`config.mk`:
```
export PLATFORM = sky130hd
export DESIGN_NAME = fetch_stage_flat
export DESIGN_NICKNAME = d
export VERILOG_FILES = /design/src/rtl/fetch_stage_pkg.sv /design/src/rtl/fetch_stage_if.sv /design/src/rtl/fetch_stage_if_id_reg.sv /design/src/rtl/fetch_stage.sv /design/src/flat_wrapper.sv
export SDC_FILE = /design/constraint.sdc
export NUM_CORES = 1
export LEC_CHECK = 0
export ABC_AREA = 1
export ABC_CLOCK_PERIOD_IN_PS = 3700
export CORE_ASPECT_RATIO = 0.8
export CORE_MARGIN = 2
export CORE_UTILIZATION = 45
export DETAILED_ROUTE_END_ITERATION = 6
export PLACE_DENSITY = 0.76
export SYNTH_ARGS = -nofsm -noshare
export SYNTH_HDL_FRONTEND = slang
export SYNTH_HIERARCHICAL = 1
export SYNTH_SLANG_ARGS = --single-unit
```
`constraint.sdc`:
```
create_clock -name clk -period 3.7 [get_ports clk]
set_clock_uncertainty 0.05 [all_clocks]
set_input_delay 0.74 -clock clk [delete_from_list [all_inputs] [get_ports clk]]
set_output_delay 0.74 -clock clk [all_outputs]
set_load 0.05 [all_outputs]
```
`src/rtl/fetch_stage_pkg.sv`:
```
// Shared definitions for the instruction-fetch stage and its neighbours.
package fetch_stage_pkg;

  localparam int XLEN = 32;
  localparam logic [31:0] NOP_INSTR = 32'h0000_0013;

  typedef enum logic [1:0] {
    S_BOOT  = 2'd0,
    S_RUN   = 2'd1,
    S_FAULT = 2'd2
  } fetch_state_t;

  typedef struct packed {
    logic            valid;
    logic [XLEN-1:0] pc;
    logic [XLEN-1:0] pc_plus4;
    logic [XLEN-1:0] instr;
  } if_id_t;

endpackage

```
`src/rtl/fetch_stage_if.sv`:
```
// Fetch-stage bus: downstream control, instruction-memory port and IF/ID outputs.
interface fetch_stage_if #(parameter int WIDTH = 32);

  logic             stall_in;
  logic             flush_in;
  logic             redirect_valid_in;
  logic [WIDTH-1:0] redirect_pc_in;
  logic [WIDTH-3:0] imem_addr_out;
  logic [WIDTH-1:0] imem_data_in;
  logic             if_id_valid_out;
  logic [WIDTH-1:0] if_id_pc_out;
  logic [WIDTH-1:0] if_id_pc_plus4_out;
  logic [WIDTH-1:0] if_id_instr_out;
  logic             fault_out;
  logic [WIDTH-1:0] fault_pc_out;

  modport master (
    input  stall_in, flush_in, redirect_valid_in, redirect_pc_in, imem_data_in,
    output imem_addr_out, if_id_valid_out, if_id_pc_out, if_id_pc_plus4_out,
           if_id_instr_out, fault_out, fault_pc_out
  );

  modport slave (
    output stall_in, flush_in, redirect_valid_in, redirect_pc_in, imem_data_in,
    input  imem_addr_out, if_id_valid_out, if_id_pc_out, if_id_pc_plus4_out,
           if_id_instr_out, fault_out, fault_pc_out
  );

endinterface

```
`src/rtl/fetch_stage_if_id_reg.sv`:
```
// IF/ID pipeline register; bubble wins over load, otherwise contents hold.
module if_id_reg
  import fetch_stage_pkg::*;
#(
  parameter int WIDTH = 32
) (
  input  logic             clk,
  input  logic             rst,
  input  logic             load,
  input  logic             bubble,
  input  logic [WIDTH-1:0] d_pc,
  input  logic [WIDTH-1:0] d_pc_plus4,
  input  logic [WIDTH-1:0] d_instr,
  output logic             q_valid,
  output logic [WIDTH-1:0] q_pc,
  output logic [WIDTH-1:0] q_pc_plus4,
  output logic [WIDTH-1:0] q_instr
);

  logic             valid_r;
  logic [WIDTH-1:0] pc_r;
  logic [WIDTH-1:0] pc_plus4_r;
  logic [WIDTH-1:0] instr_r;

  // Pipeline register update: reset/bubble, load, or hold
  always_ff @(posedge clk) begin
    if (rst || bubble) begin
      valid_r    <= 1'b0;
      pc_r       <= {WIDTH{1'b0}};
      pc_plus4_r <= {WIDTH{1'b0}};
      instr_r    <= WIDTH'(NOP_INSTR);
    end else if (load) begin
      valid_r    <= 1'b1;
      pc_r       <= d_pc;
      pc_plus4_r <= d_pc_plus4;
      instr_r    <= d_instr;
    end
  end

  assign q_valid    = valid_r;
  assign q_pc       = pc_r;
  assign q_pc_plus4 = pc_plus4_r;
  assign q_instr    = instr_r;

endmodule

```
`src/rtl/fetch_stage.sv`:
```
// Instruction-fetch stage: PC ownership, redirect/stall/flush handling, misaligned-target halt.
module fetch_stage
  import fetch_stage_pkg::*;
#(
  parameter int               WIDTH    = 32,
  parameter logic [WIDTH-1:0] RESET_PC = WIDTH'(32'h0000_0000)
) (
  input logic          clk,
  input logic          rst,
  fetch_stage_if.master bus
);

  fetch_state_t     state_r, state_nxt_s;
  logic [WIDTH-1:0] pc_r, pc_nxt_s, pc_plus4_s;
  logic             fault_r, fault_nxt_s;
  logic [WIDTH-1:0] fault_pc_r, fault_pc_nxt_s;
  logic             load_s, bubble_s, target_aligned_s;

  assign pc_plus4_s       = pc_r + WIDTH'(4);
  assign target_aligned_s = (bus.redirect_pc_in[1:0] == 2'b00);

  // State, PC and fault registers
  always_ff @(posedge clk) begin
    if (rst) begin
      state_r    <= S_BOOT;
      pc_r       <= RESET_PC;
      fault_r    <= 1'b0;
      fault_pc_r <= {WIDTH{1'b0}};
    end else begin
      state_r    <= state_nxt_s;
      pc_r       <= pc_nxt_s;
      fault_r    <= fault_nxt_s;
      fault_pc_r <= fault_pc_nxt_s;
    end
  end

  // Next-state, next-PC and IF/ID control; redirect outranks flush, flush outranks stall
  always_comb begin
    state_nxt_s    = state_r;
    pc_nxt_s       = pc_r;
    fault_nxt_s    = fault_r;
    fault_pc_nxt_s = fault_pc_r;
    load_s         = 1'b0;
    bubble_s       = 1'b0;
    case (state_r)
      S_BOOT, S_RUN: begin
        if (bus.redirect_valid_in) begin
          bubble_s = 1'b1;
          if (target_aligned_s) begin
            pc_nxt_s    = bus.redirect_pc_in;
            state_nxt_s = S_RUN;
          end else begin
            fault_nxt_s    = 1'b1;
            fault_pc_nxt_s = bus.redirect_pc_in;
            state_nxt_s    = S_FAULT;
          end
        end else if (state_r == S_BOOT) begin
          bubble_s    = 1'b1;
          state_nxt_s = S_RUN;
        end else if (bus.flush_in) begin
          bubble_s = 1'b1;
          if (bus.stall_in) begin
            pc_nxt_s = pc_r;
          end else begin
            pc_nxt_s = pc_plus4_s;
          end
        end else if (bus.stall_in) begin
          load_s = 1'b0;
        end else begin
          load_s   = 1'b1;
          pc_nxt_s = pc_plus4_s;
        end
      end
      S_FAULT: begin
        bubble_s = 1'b1;
        if (bus.redirect_valid_in) begin
          if (target_aligned_s) begin
            pc_nxt_s       = bus.redirect_pc_in;
            fault_nxt_s    = 1'b0;
            fault_pc_nxt_s = {WIDTH{1'b0}};
            state_nxt_s    = S_RUN;
          end else begin
            fault_pc_nxt_s = bus.redirect_pc_in;
          end
        end else begin
          state_nxt_s = S_FAULT;
        end
      end
      default: begin
        bubble_s    = 1'b1;
        state_nxt_s = S_BOOT;
      end
    endcase
  end

  if_id_reg #(.WIDTH(WIDTH)) u_if_id_reg (
    .clk        (clk),
    .rst        (rst),
    .load       (load_s),
    .bubble     (bubble_s),
    .d_pc       (pc_r),
    .d_pc_plus4 (pc_plus4_s),
    .d_instr    (bus.imem_data_in),
    .q_valid    (bus.if_id_valid_out),
    .q_pc       (bus.if_id_pc_out),
    .q_pc_plus4 (bus.if_id_pc_plus4_out),
    .q_instr    (bus.if_id_instr_out)
  );

  assign bus.imem_addr_out = pc_r[WIDTH-1:2];
  assign bus.fault_out     = fault_r;
  assign bus.fault_pc_out  = fault_pc_r;

endmodule

```
`src/flat_wrapper.sv`:
```
// flat-port wrapper written by rule: the top's interface ports become plain ports
module fetch_stage_flat import fetch_stage_pkg::*;
#(
  parameter int               WIDTH    = 32,
  parameter logic [WIDTH-1:0] RESET_PC = WIDTH'(32'h0000_0000)
)
  (clk, rst, bus_stall_in, bus_flush_in, bus_redirect_valid_in, bus_redirect_pc_in, bus_imem_data_in, bus_imem_addr_out, bus_if_id_valid_out, bus_if_id_pc_out, bus_if_id_pc_plus4_out, bus_if_id_instr_out, bus_fault_out, bus_fault_pc_out);
  fetch_stage_if #(.WIDTH(WIDTH)) bus_i ();
  input logic clk;
  input logic rst;
  input wire logic [$bits(bus_i.stall_in)-1:0] bus_stall_in;
  input wire logic [$bits(bus_i.flush_in)-1:0] bus_flush_in;
  input wire logic [$bits(bus_i.redirect_valid_in)-1:0] bus_redirect_valid_in;
  input wire logic [$bits(bus_i.redirect_pc_in)-1:0] bus_redirect_pc_in;
  input wire logic [$bits(bus_i.imem_data_in)-1:0] bus_imem_data_in;
  output wire logic [$bits(bus_i.imem_addr_out)-1:0] bus_imem_addr_out;
  output wire logic [$bits(bus_i.if_id_valid_out)-1:0] bus_if_id_valid_out;
  output wire logic [$bits(bus_i.if_id_pc_out)-1:0] bus_if_id_pc_out;
  output wire logic [$bits(bus_i.if_id_pc_plus4_out)-1:0] bus_if_id_pc_plus4_out;
  output wire logic [$bits(bus_i.if_id_instr_out)-1:0] bus_if_id_instr_out;
  output wire logic [$bits(bus_i.fault_out)-1:0] bus_fault_out;
  output wire logic [$bits(bus_i.fault_pc_out)-1:0] bus_fault_pc_out;
  assign bus_i.stall_in = bus_stall_in;
  assign bus_i.flush_in = bus_flush_in;
  assign bus_i.redirect_valid_in = bus_redirect_valid_in;
  assign bus_i.redirect_pc_in = bus_redirect_pc_in;
  assign bus_i.imem_data_in = bus_imem_data_in;
  assign bus_imem_addr_out = bus_i.imem_addr_out;
  assign bus_if_id_valid_out = bus_i.if_id_valid_out;
  assign bus_if_id_pc_out = bus_i.if_id_pc_out;
  assign bus_if_id_pc_plus4_out = bus_i.if_id_pc_plus4_out;
  assign bus_if_id_instr_out = bus_i.if_id_instr_out;
  assign bus_fault_out = bus_i.fault_out;
  assign bus_fault_pc_out = bus_i.fault_pc_out;
  fetch_stage #(.WIDTH(WIDTH), .RESET_PC(RESET_PC)) u_core (.clk(clk), .rst(rst), .bus(bus_i));
endmodule
```
# ---- Word level (Yosys, flattened, before mapping)
# Index checks and enable logic that the tools add are counted.
dict set report classes {
  shifts 0
  eq_ne 10
  n_lt_le_gt_ge 0
  addsub 1
  div_mod_pow 0
  bitwise_logic 0
  n_mul 0
  n_mux 31
  n_reduce_logical 9
}
# cell count
set ops {}
lappend ops {{two-way mux 32 bit} 9}
lappend ops {{case mux 32 bit (2 select lines)} 2}
lappend ops {{adder 32 x 3 -> 32 bit, second input constant} 1}
lappend ops {{two-way mux 1 bit} 13}
lappend ops {{two-way mux 2 bit} 5}
lappend ops {{AND reduction 4 bit} 2}
lappend ops {{!= test 2 bit, second input constant} 3}
lappend ops {{!= test 3 x 2 -> 1 bit, second input constant} 2}
lappend ops {{!= test 3 bit, second input constant} 2}
lappend ops {{AND reduction 5 bit} 1}
lappend ops {{zero test 2 bit} 2}
lappend ops {{case mux 2 bit (2 select lines)} 1}
lappend ops {{== test 2 x 1 -> 1 bit, second input constant} 1}
lappend ops {{== test 2 bit, second input constant} 1}
lappend ops {{!= test 2 x 1 -> 1 bit, second input constant} 1}
lappend ops {{case mux 1 bit (2 select lines)} 1}
lappend ops {{AND reduction 2 bit} 1}
lappend ops {{nonzero test 2 bit} 1}
lappend ops {{OR reduction 2 bit} 1}
lappend ops {{logical OR 1 bit} 1}
dict set report word_totals {
  mem_bits_rw 0
  register_bits 164
  latchBits 0
  rom_bits 0
  mem_count 0
  out_inout_bits 160
  word_cells 59
  input_bits 69
}

# ---- Logic depth before layout (Yosys ltp)
# Gate-level depths: netlist (run 1).
dict set report logic_depth {
  ltp_word 5
  mapped_depth 12
  depth_no_buf 12
}

# ---- Cells and area by module
# The synthesis (run 1) kept the hierarchy.
# module area_each_um2 instances seq_area_each_um2 cells_per_inst
set modules_own_cells {}
lappend modules_own_cells {fetch_stage 4022.6 1 1341.3 616}
lappend modules_own_cells {if_id_reg 3923.8 1 1941.9 605}

# ---- Worst setup path before layout (run 1)
# No wires, ideal clock.
dict set report synth_path {
  path_type {reg-to-reg}
  from {register u_core.pc_r[3]}
  to {register u_core.u_if_id_reg.pc_plus4_r[20], in the netlist u_core/u_if_id_reg/q_pc_plus4[20]}
  setup_time_ps 115
  synth_period_minus_slack_ps 1989
  stages_incl_launch_ff 13
  t_required_ps 3535
  setup_slack_ps 1711
  arrival_ps 1823
  path_buffers 0
  cell_sequence {dfxtp_1 -> ha_1 -> nand2_1 -> nor2_1 -> nand2_1 -> nor2_4 -> nand2_1 -> nand2_1 -> nand2_1 -> inv_1 -> nand2_1 -> nand2_1 -> nor2_1}
}
dict set report synth_via {
  elab_chain_len 1
}
# element line_no
set synth_lines {}
lappend synth_lines {{start: declaration} fetch_stage.sv:14} ;# logic [WIDTH-1:0] pc_r, pc_nxt_s, pc_plus4_s;
lappend synth_lines {{start signal: assignment} fetch_stage.sv:31} ;# pc_r <= pc_nxt_s;
lappend synth_lines {{adder 32 x 3 -> 32 bit} fetch_stage.sv:19} ;# assign pc_plus4_s = pc_r + WIDTH'(4);
lappend synth_lines {{via u_core.pc_plus4_s[20]} fetch_stage.sv:14}
lappend synth_lines {{end signal: assignment} fetch_stage_if_id_reg.sv:30} ;# pc_plus4_r <= {WIDTH{1'b0}};
lappend synth_lines {{end signal: assignment} fetch_stage_if_id_reg.sv:35} ;# pc_plus4_r <= d_pc_plus4;
lappend synth_lines {{end: declaration} fetch_stage_if_id_reg.sv:22} ;# logic [WIDTH-1:0] pc_plus4_r;
# The timed path passes the listed nets, and every way through them passes these cells.
# A chain may end at the register's enable or synchronous reset.

# ---- Worst setup path in the final report (run 1)
dict set report layout_path {
  from {register u_core.pc_r[9]}
  to {output bus_imem_addr_out[7]}
}
# element line_no
set layout_lines {}
lappend layout_lines {{end: declaration} flat_wrapper.sv:16} ;# output wire logic [$bits(bus_i.imem_addr_out)-1:0] bus_imem_addr_out;
# No word-level cell between the ends.

==> results of run 1 <==
## cells in the final DEF, fill, tap and decap left out, types with 2 or more instances in the layout
cell             count
nor2_2               4
xor2_1               3
xor2_2               6
inv_6                4
xnor2_1              5
nand2_2              7
clkinvlp_4           4
nor2_1             246
a31oi_1              4
clkdlybuf4s50_1    228
nand2_4              2
inv_2                2
o211ai_1             9
inv_1              162
nor2_4               8
nand2_1            345
nor2_8               4
inv_8                3
o21ai_1              2
buf_12               4
nand3_1             32
a21oi_1             49
dfxtp_1            164
buf_4                7
o21ai_0             95
clkinv_2             2
clkbuf_16           17
## where the power goes
group	switching (mW)	internal [mW]	leakage [nW]
clock	0.789	0.945	0.272
sequential	0.0831	1.83	1.33
combinational	0.515	0.284	2.51
## area by class of cell
cell class / count / area [um2]
clock inverters: 15 / 148
inverters: 164 / 616
repair buffers: 239 / 2410
fillers: 1609 / 6420
multi-input cells: 831 / 3740
well taps: 225 / 282
clock buffers: 17 / 425
flip-flops and latches: 164 / 3280
## cells by family (layout without fill, tap and decap cells)
kind of cell	after synthesis	in the layout	share of synthesized area
simple gates	653	653	0.337
xor+xnor	14	14	0.0211
flops	164	164	0.413
fa+ha+maj	1	1	0.00157
compound gates	163	163	0.109
buf+inv	226	435	0.118
## metal layers
metal / vias to the layer above / share of wire
met4: 0 / 0.025
li1: 4072 / -
met3: 42 / 0.096
met1: 3600 / 0.44
met2: 334 / 0.44
met5: - / 0
## through the flow
step / utilization / instance area (um2) / worst slack, ns / instances
6_report: 0.629 / 10900 / 1.03 / 1655
5_1_grt: 0.629 / 10900 / 0.902 / 1655
3_3_place_gp: 0.596 / 10300 / 0.848 / 1623
2_1_floorplan: - / 7950 / 1.71 / 1221
4_1_cts: 0.629 / 10900 / 1.02 / 1655
3_5_place_dp: 0.596 / 10300 / 0.771 / 1623
## sequential cells by signal (all words and copies together), names as in the netlist
| signal | flops |
|---|---|
| u_core/bus.fault_pc_out | 32 |
| u_core/u_if_id_reg/q_pc_plus4 | 32 |
| u_core/pc_r | 32 |
| u_core/bus.fault_out | 1 |
| u_core/u_if_id_reg/q_instr | 32 |
| u_core/state_r | 2 |
| u_core/u_if_id_reg/q_valid | 1 |
| u_core/u_if_id_reg/q_pc | 32 |
## worst register-to-register path: cells and delay by family (launching register included)
kind                   cells  cell delay [ns]
flip-flops                 1             0.39
AO/OA/AOI/OAI              2             0.40
buffers and inverters      1             0.07
AND/OR/NAND/NOR            4             0.98
## worst paths after layout
kind | from | to | slack [ns] | cells after the start
setup reg to reg | u_core/state_r[1] | u_core/bus.fault_pc_out[3] | 1.69 | 7
setup / recovery | u_core/pc_r[9] | bus_imem_addr_out[7] | 1.03 | 1
hold / removal | u_core/u_if_id_reg/q_instr[4] | u_core/u_if_id_reg/q_instr[4] | 0.41 | 2
hold reg to reg | u_core/u_if_id_reg/q_instr[4] | u_core/u_if_id_reg/q_instr[4] | 0.41 | 2
==> results.rst, run 1 <==
.. list-table::
   :header-rows: 1

   * - Metric
     - Value
   * - Post-Synthesis Cells
     - 1,221
   * - Portion of the post-synthesis area used by sequential elements
     - 0.413
   * - Die width
     - around 150 um
   * - Maximum number of pins on one net before global-route repair
     - just under 100
   * - Height of the die
     - 123 um
   * - Initial antenna violation count
     - 0
   * - Type of the most critical hold path
     - register to register
   * - Cells traversed along the worst timing path
     - clkdlybuf4s50_1
   * - Count of warnings emitted by yosys
     - 6
   * - Post-layout net count
     - 1,487
   * - Number of gates resized after CTS
     - 0
   * - Worst slew margin relative to its limit
     - 0.401
   * - Clock tree buffer depth
     - 2
   * - Number of antenna-violating nets in the routed design
     - 0
   * - Power Total
     - 4.45 mW
   * - Routed wire length
     - 22,600 um
   * - Via Count
     - 8,048
   * - Synthesized Nets
     - 1,291
   * - Gr ovfl total
     - 0
   * - Initial Utilization
     - 0.459
   * - Setup Fix Bufs, Post-CTS
     - 0
   * - Proportion of synthesized flip-flops having asynchronous set or reset
     - 0
   * - Cell with the most instances after synthesis
     - nand2_1
   * - Via count of the first global-routing pass
     - approximately 7.4k
   * - GR Util met1
     - 0.315
   * - Global-route wire length before repair
     - 36,800 um
   * - Slowest Stage Delay on Critical Path
     - 0.88 ns
   * - Nature of the critical path startpoint
     - register
   * - VDD IR-drop max
     - around 0.00032 V
   * - Hpwl dp
     - roughly 16,000 um
   * - Max FO, Critical Path
     - 6
   * - IO Port Bufs
     - around 230
   * - Final Cycle Share
     - 0.721
   * - Final min period
     - 2.67 ns
   * - Slowest stage cell, crit path
     - clkdlybuf4s50_1
   * - Final routed wire length divided by cell count
     - 13.7 um
   * - Setup repair after global routing missed its margin
     - no
   * - Clock transition at the registers of the reported paths
     - 0.07 ns
   * - Worst-Margin Slew
     - between 0.8 and 0.9 ns
   * - CTS Hold Bufs
     - 0
   * - Final setup violating endpoints
     - 0
   * - Residual DRC
     - 0
   * - GRT met2 Usage
     - 0.382
   * - Met3 Use GR
     - 0.0858
   * - Type of element capturing the critical path
     - output port
   * - Leading area contributor after synthesis
     - dfxtp_1
   * - Count of flip-flops with a built-in enable after synthesis
     - 0
   * - Antenna diode instance count
     - 0
   * - Initial DRC count
     - just under 700
   * - Layout-stage area growth over the synthesis result
     - 37.2%
   * - Hold slack final
     - 0.408 ns
   * - Final weighted congestion in routability-driven placement
     - 0.938
   * - Post-Syn Area per Cell
     - about 6.5 um2
   * - CTS buffer count
     - 17
   * - Overall die area
     - 18,700 um2
   * - Max-capacitance violation count
     - 0
   * - H-tree lvl count
     - 4
   * - Ports
     - 229
   * - Data arrival at the endpoint of the critical path
     - approximately 1.9 ns
   * - Synth top cells by count
     - nand2_1, nor2_1, dfxtp_1
   * - CTS Root Cell
     - clkbuf_16
   * - FMAX
     - 0.375 GHz
   * - Critical path buffer and inverter count
     - 1
   * - Crit path max-delay family
     - buffers and inverters
   * - Register bit count reported by yosys
     - 164
   * - Top_reg_cell synth
     - dfxtp_1
   * - Netlist Area Pre-Place
     - 7950 um2
   * - Total routing resource utilization after global routing
     - 0.244
   * - Iteration count of the initial detailed-routing pass
     - 7
   * - TritonCTS clock tree
     - done
   * - Standard-cell row count
     - between 40 and 50
   * - Source-to-sink clock delay at the later pin of the worst-skew pair
     - 0.44 ns
   * - Leakage power
     - about 4 nW
   * - Busiest layer in global routing
     - met2
   * - CTS Sinks
     - 164
   * - Top cells by area, synth
     - dfxtp_1, nand2_1, nor2_1
   * - Synth top area share
     - 0.413
   * - Number of slew-limit violations in the final report
     - 0
   * - Distinct cells, synth
     - 34
   * - Core Box Area
     - 17,300 um2
   * - Outcome
     - completed
   * - Ratio of cells with drive above 1 in the final layout
     - 0.0559
   * - Setup total negative slack
     - 0 ns
   * - Classification of the worst setup path
     - register to output port
   * - Req. time, crit path
     - 2.91 ns
   * - Power per cell area
     - 408 nW/um2
   * - Via/cell ratio
     - around 4.9
   * - Count of endpoints failing hold in the final timing report
     - 0
Power figures use the tool's default switching activity.
==> run 2: changes to the inputs <==
- ABC_CLOCK_PERIOD_IN_PS: 3700 -> 2200
- CORE_UTILIZATION: 45 -> 43
- clock period: 3.7 -> 2.2 ns (I/O delays scaled with it)
==> run 2 against run 1 <==
Compared with the run above:
- wire length rose by 4.5%
- largest power group unchanged
- highest routed layer unchanged
- count of clock-buffer cells in the layout stayed put
- non-clock buffer count increased by 33
==> results.rst, run 2 (same netlist as run 1, synthesis figures left out) <==
.. list-table::
   :header-rows: 1

   * - Metric
     - Value
   * - Routed wire length
     - 23,600 um (+4.5%)
   * - Worst-case reg-to-reg path depth
     - 12 (+5)
   * - Initial Utilization
     - 0.439 (-0.0200)
   * - Startpoint of the most critical hold path
     - u_core/u_if_id_reg/q_instr[1]
   * - Power Total
     - 7.54 mW (+70%)
   * - Type of the most critical hold path
     - register to register
   * - Maximum number of pins on one net before global-route repair
     - 69 (-30%)
   * - CTS Hold Bufs
     - 0 (unchanged)
   * - Total routing resource utilization after global routing
     - 0.243 (-0.00162)
   * - Antenna diode instance count
     - 0 (unchanged)
   * - Sw power
     - 2.42 mW (+75%)
   * - Cells traversed along the worst timing path
     - clkdlybuf4s50_1
   * - H-tree lvl count
     - 4 (unchanged)
   * - Critical path buffer and inverter count
     - 1 (unchanged)
   * - Final routed wire length divided by cell count
     - 14.0 um (+2.2%)
   * - Worst slew margin relative to its limit
     - 0.615 (+0.213)
   * - Slowest stage cell, crit path
     - clkdlybuf4s50_1
   * - Source-to-sink clock delay at the later pin of the worst-skew pair
     - 0.43 ns (about the same)
   * - IO Port Bufs
     - 228 (unchanged)
   * - Clock transition at the registers of the reported paths
     - 0.07 ns (about the same)
   * - Max FO, Critical Path
     - 2 (-4)
   * - Relative contribution of the clock network to total power
     - 0.386 (-0.004)
   * - Hpwl dp
     - 17,200 um (+7.5%)
   * - Overall die area
     - 19,600 um2 (+4.5%)
   * - Clock tree buffer depth
     - 2 (unchanged)
   * - Part of the total power dissipated in sequential elements
     - 0.425 (-0.006)
   * - Data arrival at the endpoint of the critical path
     - 1.62 ns (-0.26 ns)
   * - Setup total negative slack
     - 0 ns (unchanged)
   * - Initial antenna violation count
     - 0 (unchanged)
   * - Flop2flop setup slack
     - 0.30 ns (-1.39 ns)
   * - Worst-Margin Slew
     - 0.576 ns (-0.319 ns)
   * - TritonCTS clock tree
     - done
   * - VDD IR-drop max
     - 0.000483 V (+53%)
   * - Most common library cell in the layout ignoring fill and taps
     - nand2_1
   * - Residual DRC
     - 0 (unchanged)
   * - Ratio of cells with drive above 1 in the final layout
     - 0.0902 (+0.0343)
   * - Number of gates resized after CTS
     - 11 (+11)
   * - FMAX
     - 0.474 GHz
   * - Count of endpoints failing hold in the final timing report
     - 0 (unchanged)
   * - Destination of the worst hold path
     - u_core/u_if_id_reg/q_instr[1]
   * - Final Cycle Share
     - 0.959
   * - Core Box Area
     - 18,100 um2 (+4.6%)
   * - Final min period
     - ~2.1 ns
   * - Outcome
     - completed
   * - Via Count
     - 8,195 (+1.8%)
   * - Number of slew-limit violations in the final report
     - 0 (unchanged)
   * - Final setup violating endpoints
     - 0 (unchanged)
   * - Global-route wire length before repair
     - 38,100 um (+3.4%)
   * - Leakage power
     - 4.40 nW (+6.9%)
   * - Number of inserted filler cells in the final layout
     - 1,649 (+2.5%)
   * - WHS Path Cells
     - 2 (unchanged)
   * - Die width
     - 156 um (+2.2%)
   * - Power per cell area
     - 674 nW/um2 (+65%)
   * - Switching portion of total power
     - 0.321 (+0.00971)
   * - Crit path max-delay family
     - buffers and inverters
   * - Setup Fix Bufs, Post-CTS
     - 0 (unchanged)
   * - Nature of the critical path startpoint
     - register
   * - Hold slack final
     - 0.414 ns (+0.00586 ns)
   * - Most frequent cells in the layout
     - nand2_1, nor2_1, clkdlybuf4s50_1, dfxtp_1, inv_1
   * - Via/cell ratio
     - 4.84 (-0.46%)
   * - CTS Sinks
     - 164 (unchanged)
   * - Ports
     - 229 (unchanged)
   * - Setup repair after global routing missed its margin
     - no
   * - Final weighted congestion in routability-driven placement
     - 0.935 (-0.29%)
   * - Classification of the worst setup path
     - register to output port
   * - Standard-cell row count
     - 44 (+2.3%)
   * - Initial DRC count
     - 635 (-5.6%)
   * - CTS Root Cell
     - clkbuf_16
   * - Gr ovfl total
     - 0 (unchanged)
   * - Reg-to-reg startpoint
     - u_core/pc_r[3]
   * - Max-capacitance violation count
     - 0 (unchanged)
   * - Iteration count of the initial detailed-routing pass
     - 7 (unchanged)
   * - Layout-stage area growth over the synthesis result
     - 40.8%
   * - Req. time, crit path
     - 1.71 ns (-1.20 ns)
   * - Part of the power in combinational logic
     - 0.189 (+0.009)
   * - Height of the die
     - 126 um (+2.2%)
   * - Instance count on the critical path
     - 1 (unchanged)
   * - Type of element capturing the critical path
     - output port
   * - Via count of the first global-routing pass
     - 7,626 (+3.1%)
   * - Number of antenna-violating nets in the routed design
     - 0 (unchanged)
   * - Internal power
     - 5.12 mW (+67%)
   * - Post-layout net count
     - 1,520 (+2.2%)
   * - CTS buffer count
     - 17 (unchanged)
   * - Slowest Stage Delay on Critical Path
     - 0.86 ns (-0.02 ns)
   * - Capturing point of the worst reg2reg path
     - u_core/u_if_id_reg/q_pc_plus4[22]
[run 2: changes by cell type in the layout (fill, tap and decap cells not counted), moves of 3 or more]
cell / previous run / this run
buf_12: 4 / 11
buf_4: 7 / 52
clkdlybuf4s50_1: 228 / 198
clkinvlp_4: 4 / 1
dlygate4sd2_1: 0 / 11
[run 2: how the worst max path moves through the flow]
| stage | start | end | slack (ns) |
|---|---|---|---|
| finish | u_core/u_if_id_reg/q_pc_plus4[11] | bus_if_id_pc_plus4_out[11] | 0.09 |
| global route | u_core/u_if_id_reg/q_pc_plus4[20] | bus_if_id_pc_plus4_out[20] | 0.02 |
| CTS | u_core/pc_r[26] | bus_imem_addr_out[24] | 0.06 |
| detailed placement | bus_redirect_valid_in | u_core/u_if_id_reg/q_instr[0] | 0.04 |
| global placement | bus_redirect_valid_in | u_core/u_if_id_reg/q_instr[7] | 0.11 |
| floorplan | u_core/pc_r[3] | u_core/u_if_id_reg/q_pc_plus4[20] | 0.21 |
[run 2: per-stage QoR]
stage / std cells / utilization / instance area [um2] / worst slack (ns)
after detailed placement: 1661 / 0.587 / 10600 / 0.0414
after global routing: 1693 / 0.618 / 11200 / 0.0204
final: 1693 / 0.618 / 11200 / 0.0905
after global placement: 1661 / 0.587 / 10600 / 0.106
after floorplan: 1221 / - / 7950 / 0.211
after CTS: 1693 / 0.618 / 11200 / 0.0640
[run 2: layout make-up]
class | instances | area [um2] | share of cell area
Tap cell | 230 | 288 | 0.0257
Timing Repair Buffer | 272 | 2690 | 0.240
Sequential cell | 164 | 3280 | 0.293
Clock buffer | 17 | 425 | 0.0380
Multi-Input combinational cell | 831 | 3740 | 0.334
Inverter | 164 | 616 | 0.0550
Clock inverter | 15 | 155 | 0.0139
[run 2: worst reg2reg max path, delay by kind of cell, from the launching register on]
family | cells | cell delay (ns)
flip-flops | 1 | 0.41
buffers and inverters | 1 | 0.06
adder cells (fa/ha/maj) | 1 | 0.26
AND/OR/NAND/NOR | 10 | 1.02
[run 2: power by group through the flow]
stage | Clock (mW) | Combinational (mW) | Sequential [mW]
after detailed placement | 0 | 1.42 | 3.27
final | 2.91 | 1.43 | 3.20
after floorplan | 0 | 0.495 | 3.63
after global placement | 0 | 1.41 | 3.27
after CTS | 2.97 | 1.42 | 3.20
after global routing | 3.11 | 1.54 | 3.22
[run 2: per-layer routing]
layer | routed length, um | track usage
met1 | 10700 | 0.323
met2 | 10700 | 0.388
met3 | 1890 | 0.0672
met4 | 371 | 0.0664
met5 | 0 | 0
==> run 3: changes to the inputs <==
- CORE_UTILIZATION: 43 -> 45
- DONT_BUFFER_PORTS: not set -> 1
- PLACE_DENSITY: 0.76 -> 0.62
==> run 3 against run 2 <==
Compared with the run above:
- total power decreased by 1.4%
- flip-flop and latch count unchanged
- combinational power decreased by 37%
- register-to-register slack about the same
- die area decreased by 4.3%
- highest routed layer unchanged
- critical path type is now register to register
- maximum frequency increased by 11%
- global-route usage decreased by 1.2 points
- final cell count decreased by 14%
- via count decreased by 12%
==> results.rst, run 3 (same netlist as run 1, synthesis figures left out) <==
.. list-table::
   :header-rows: 1

   * - Metric
     - Value
   * - Outcome
     - completed
   * - CTS Hold Bufs
     - 0 (unchanged)
   * - Max FO, Critical Path
     - 5 (+3)
   * - Via/cell ratio
     - 4.90 (+1.2%)
   * - Classification of the worst setup path
     - register to register
   * - Hpwl dp
     - 15,700 um (-8.7%)
   * - Iteration count of the initial detailed-routing pass
     - 6 (-1)
   * - Final setup violating endpoints
     - 0 (unchanged)
   * - Capturing point of the worst reg2reg path
     - u_core/u_if_id_reg/q_pc_plus4[26]
   * - Startpoint of the most critical hold path
     - rst
   * - Reg-to-reg startpoint
     - u_core/pc_r[2]
   * - Clock transition at the registers of the reported paths
     - 0.07 ns (about the same)
   * - Via Count
     - 7,171 (-12%)
   * - VDD IR-drop max
     - 0.000424 V (-12%)
   * - TritonCTS clock tree
     - done
   * - Source-to-sink clock delay at the later pin of the worst-skew pair
     - 0.43 ns (about the same)
   * - Gr ovfl total
     - 0 (unchanged)
   * - Layout-stage area growth over the synthesis result
     - 12.9%
   * - IO Port Bufs
     - 0 (-100%)
   * - Ratio of cells with drive above 1 in the final layout
     - 0.0944 (+0.00421)
   * - Data arrival at the endpoint of the critical path
     - 2.17 ns (+0.55 ns)
   * - Destination of the worst hold path
     - u_core/bus.fault_pc_out[4]
   * - Number of antenna-violating nets in the routed design
     - 0 (unchanged)
   * - Slowest Stage Delay on Critical Path
     - 0.34 ns (-0.52 ns)
   * - Req. time, crit path
     - 2.48 ns (+0.77 ns)
   * - Max-capacitance violation count
     - 0 (unchanged)
   * - Cells traversed along the worst timing path
     - ha_1 > nand2_1 > nor2_1 > nand2_1 > nor2_4 > nand2_1 > nand2_1 > nand2_1 > inv_1 > nand2_1 > nand2_1 > nor2_1
   * - Number of slew-limit violations in the final report
     - 0 (unchanged)
   * - Final min period
     - 1.90 ns (-0.210 ns)
   * - Maximum number of pins on one net before global-route repair
     - 98 (+42%)
   * - CTS Sinks
     - 164 (unchanged)
   * - FMAX
     - 0.526 GHz (+11%)
   * - Count of endpoints failing hold in the final timing report
     - 0 (unchanged)
   * - Leakage power
     - 3.51 nW (-20%)
   * - Worst slew margin relative to its limit
     - 0.550 (-0.0641)
   * - Post-layout net count
     - 1,296 (-15%)
   * - Clock tree buffer depth
     - 2 (unchanged)
   * - Via count of the first global-routing pass
     - 6,557 (-14%)
   * - Ports
     - 229 (unchanged)
   * - Residual DRC
     - 0 (unchanged)
   * - Standard-cell row count
     - 43 (-2.3%)
   * - Worst-case reg-to-reg path depth
     - 12 (unchanged)
   * - H-tree lvl count
     - 4 (unchanged)
   * - Die width
     - 153 um (-2.2%)
   * - Slowest stage cell, crit path
     - dfxtp_1
   * - Power per cell area
     - 829 nW/um2 (+23%)
   * - Type of the most critical hold path
     - primary input to register
   * - Antenna diode instance count
     - 0 (unchanged)
   * - Crit path max-delay family
     - simple AND/OR/NAND/NOR gates
   * - Initial antenna violation count
     - 0 (unchanged)
   * - Initial Utilization
     - 0.459 (+0.0200)
   * - Worst-Margin Slew
     - 0.673 ns (+0.0970 ns)
   * - Most common library cell in the layout ignoring fill and taps
     - nand2_1
   * - Most repeated library cell on the critical path
     - nand2_1
   * - Number of gates resized after CTS
     - 0 (-11)
   * - Flop2flop setup slack
     - 0.30 ns (about the same)
   * - Final routed wire length divided by cell count
     - 14.9 um (+6.4%)
   * - CTS buffer count
     - 17 (unchanged)
   * - Overall die area
     - 18,700 um2 (-4.3%)
   * - WHS Path Cells
     - 1 (-1)
   * - Setup repair after global routing missed its margin
     - no
   * - Nature of the critical path startpoint
     - register
   * - Hold slack final
     - 0.0225 ns (-0.391 ns)
   * - Total routing resource utilization after global routing
     - 0.231 (-0.0120)
   * - Setup Fix Bufs, Post-CTS
     - 0 (unchanged)
   * - Routed wire length
     - 21,700 um (-8.0%)
   * - Core Box Area
     - 17,300 um2 (-4.4%)
   * - Height of the die
     - 123 um (-2.2%)
   * - Final weighted congestion in routability-driven placement
     - 0.906 (-3.1%)
   * - Global-route wire length before repair
     - 34,100 um (-10%)
   * - Final Cycle Share
     - 0.864 (-0.0953)
   * - Type of element capturing the critical path
     - register
   * - Number of inserted filler cells in the final layout
     - 1,816 (+10%)
   * - Most frequent cells in the layout
     - nand2_1, nor2_1, dfxtp_1, inv_1, o21ai_0
   * - Setup total negative slack
     - 0 ns (unchanged)
   * - Startpoint of the worst setup timing path
     - u_core/pc_r[2]
   * - Critical path buffer and inverter count
     - 1 (unchanged)
   * - CTS Root Cell
     - clkbuf_16
   * - Initial DRC count
     - 535 (-16%)
-- run 3: report_power, final --
| group | total [mW] | internal (mW) | switching (mW) |
|---|---|---|---|
| clock | 3.14 | 1.86 | 1.28 |
| combinational | 0.898 | 0.272 | 0.626 |
| sequential | 3.41 | 3.08 | 0.324 |
-- run 3: cell type report --
type,count,area (um2),area share
clock inverters,13,170,0.0190
flip-flops and latches,164,3280,0.366
multi-input cells,831,3740,0.416
well taps,225,282,0.0314
repair buffers,48,435,0.0485
clock buffers,19,453,0.0505
inverters,164,616,0.0686
-- run 3: worst max-delay path by stage --
stage                     slack, ns                           endpoint  depth (start not counted)
after floorplan                0.21  u_core/u_if_id_reg/q_pc_plus4[20]                         12
after global placement         0.38     u_core/u_if_id_reg/q_instr[10]                          8
after detailed placement       0.38  u_core/u_if_id_reg/q_pc_plus4[26]                         12
after CTS                      0.33  u_core/u_if_id_reg/q_pc_plus4[26]                         12
after global routing           0.15  u_core/u_if_id_reg/q_pc_plus4[24]                         12
final                          0.30  u_core/u_if_id_reg/q_pc_plus4[26]                         12
-- run 3: through the flow --
| step | util | setup WS (ns) | instances | power [mW] | instance area, um2 |
|---|---|---|---|---|---|
| after detailed placement | 0.482 | 0.375 | 1432 | 4.37 | 8350 |
| final | 0.518 | 0.300 | 1464 | 7.44 | 8970 |
| after CTS | 0.518 | 0.328 | 1464 | 7.50 | 8970 |
| after floorplan | - | 0.211 | 1221 | 4.12 | 7950 |
| after global routing | 0.518 | 0.148 | 1464 | 7.73 | 8970 |
| after global placement | 0.482 | 0.382 | 1432 | 4.36 | 8350 |
-- run 3: metal layers --
metal  track usage  up-vias  part of all wire
li1              -     3694                 -
met2         0.374      227              0.45
met1         0.289     3226              0.44
met5             0        -                 0
met4        0.0741        0             0.018
met3        0.0826       24             0.091
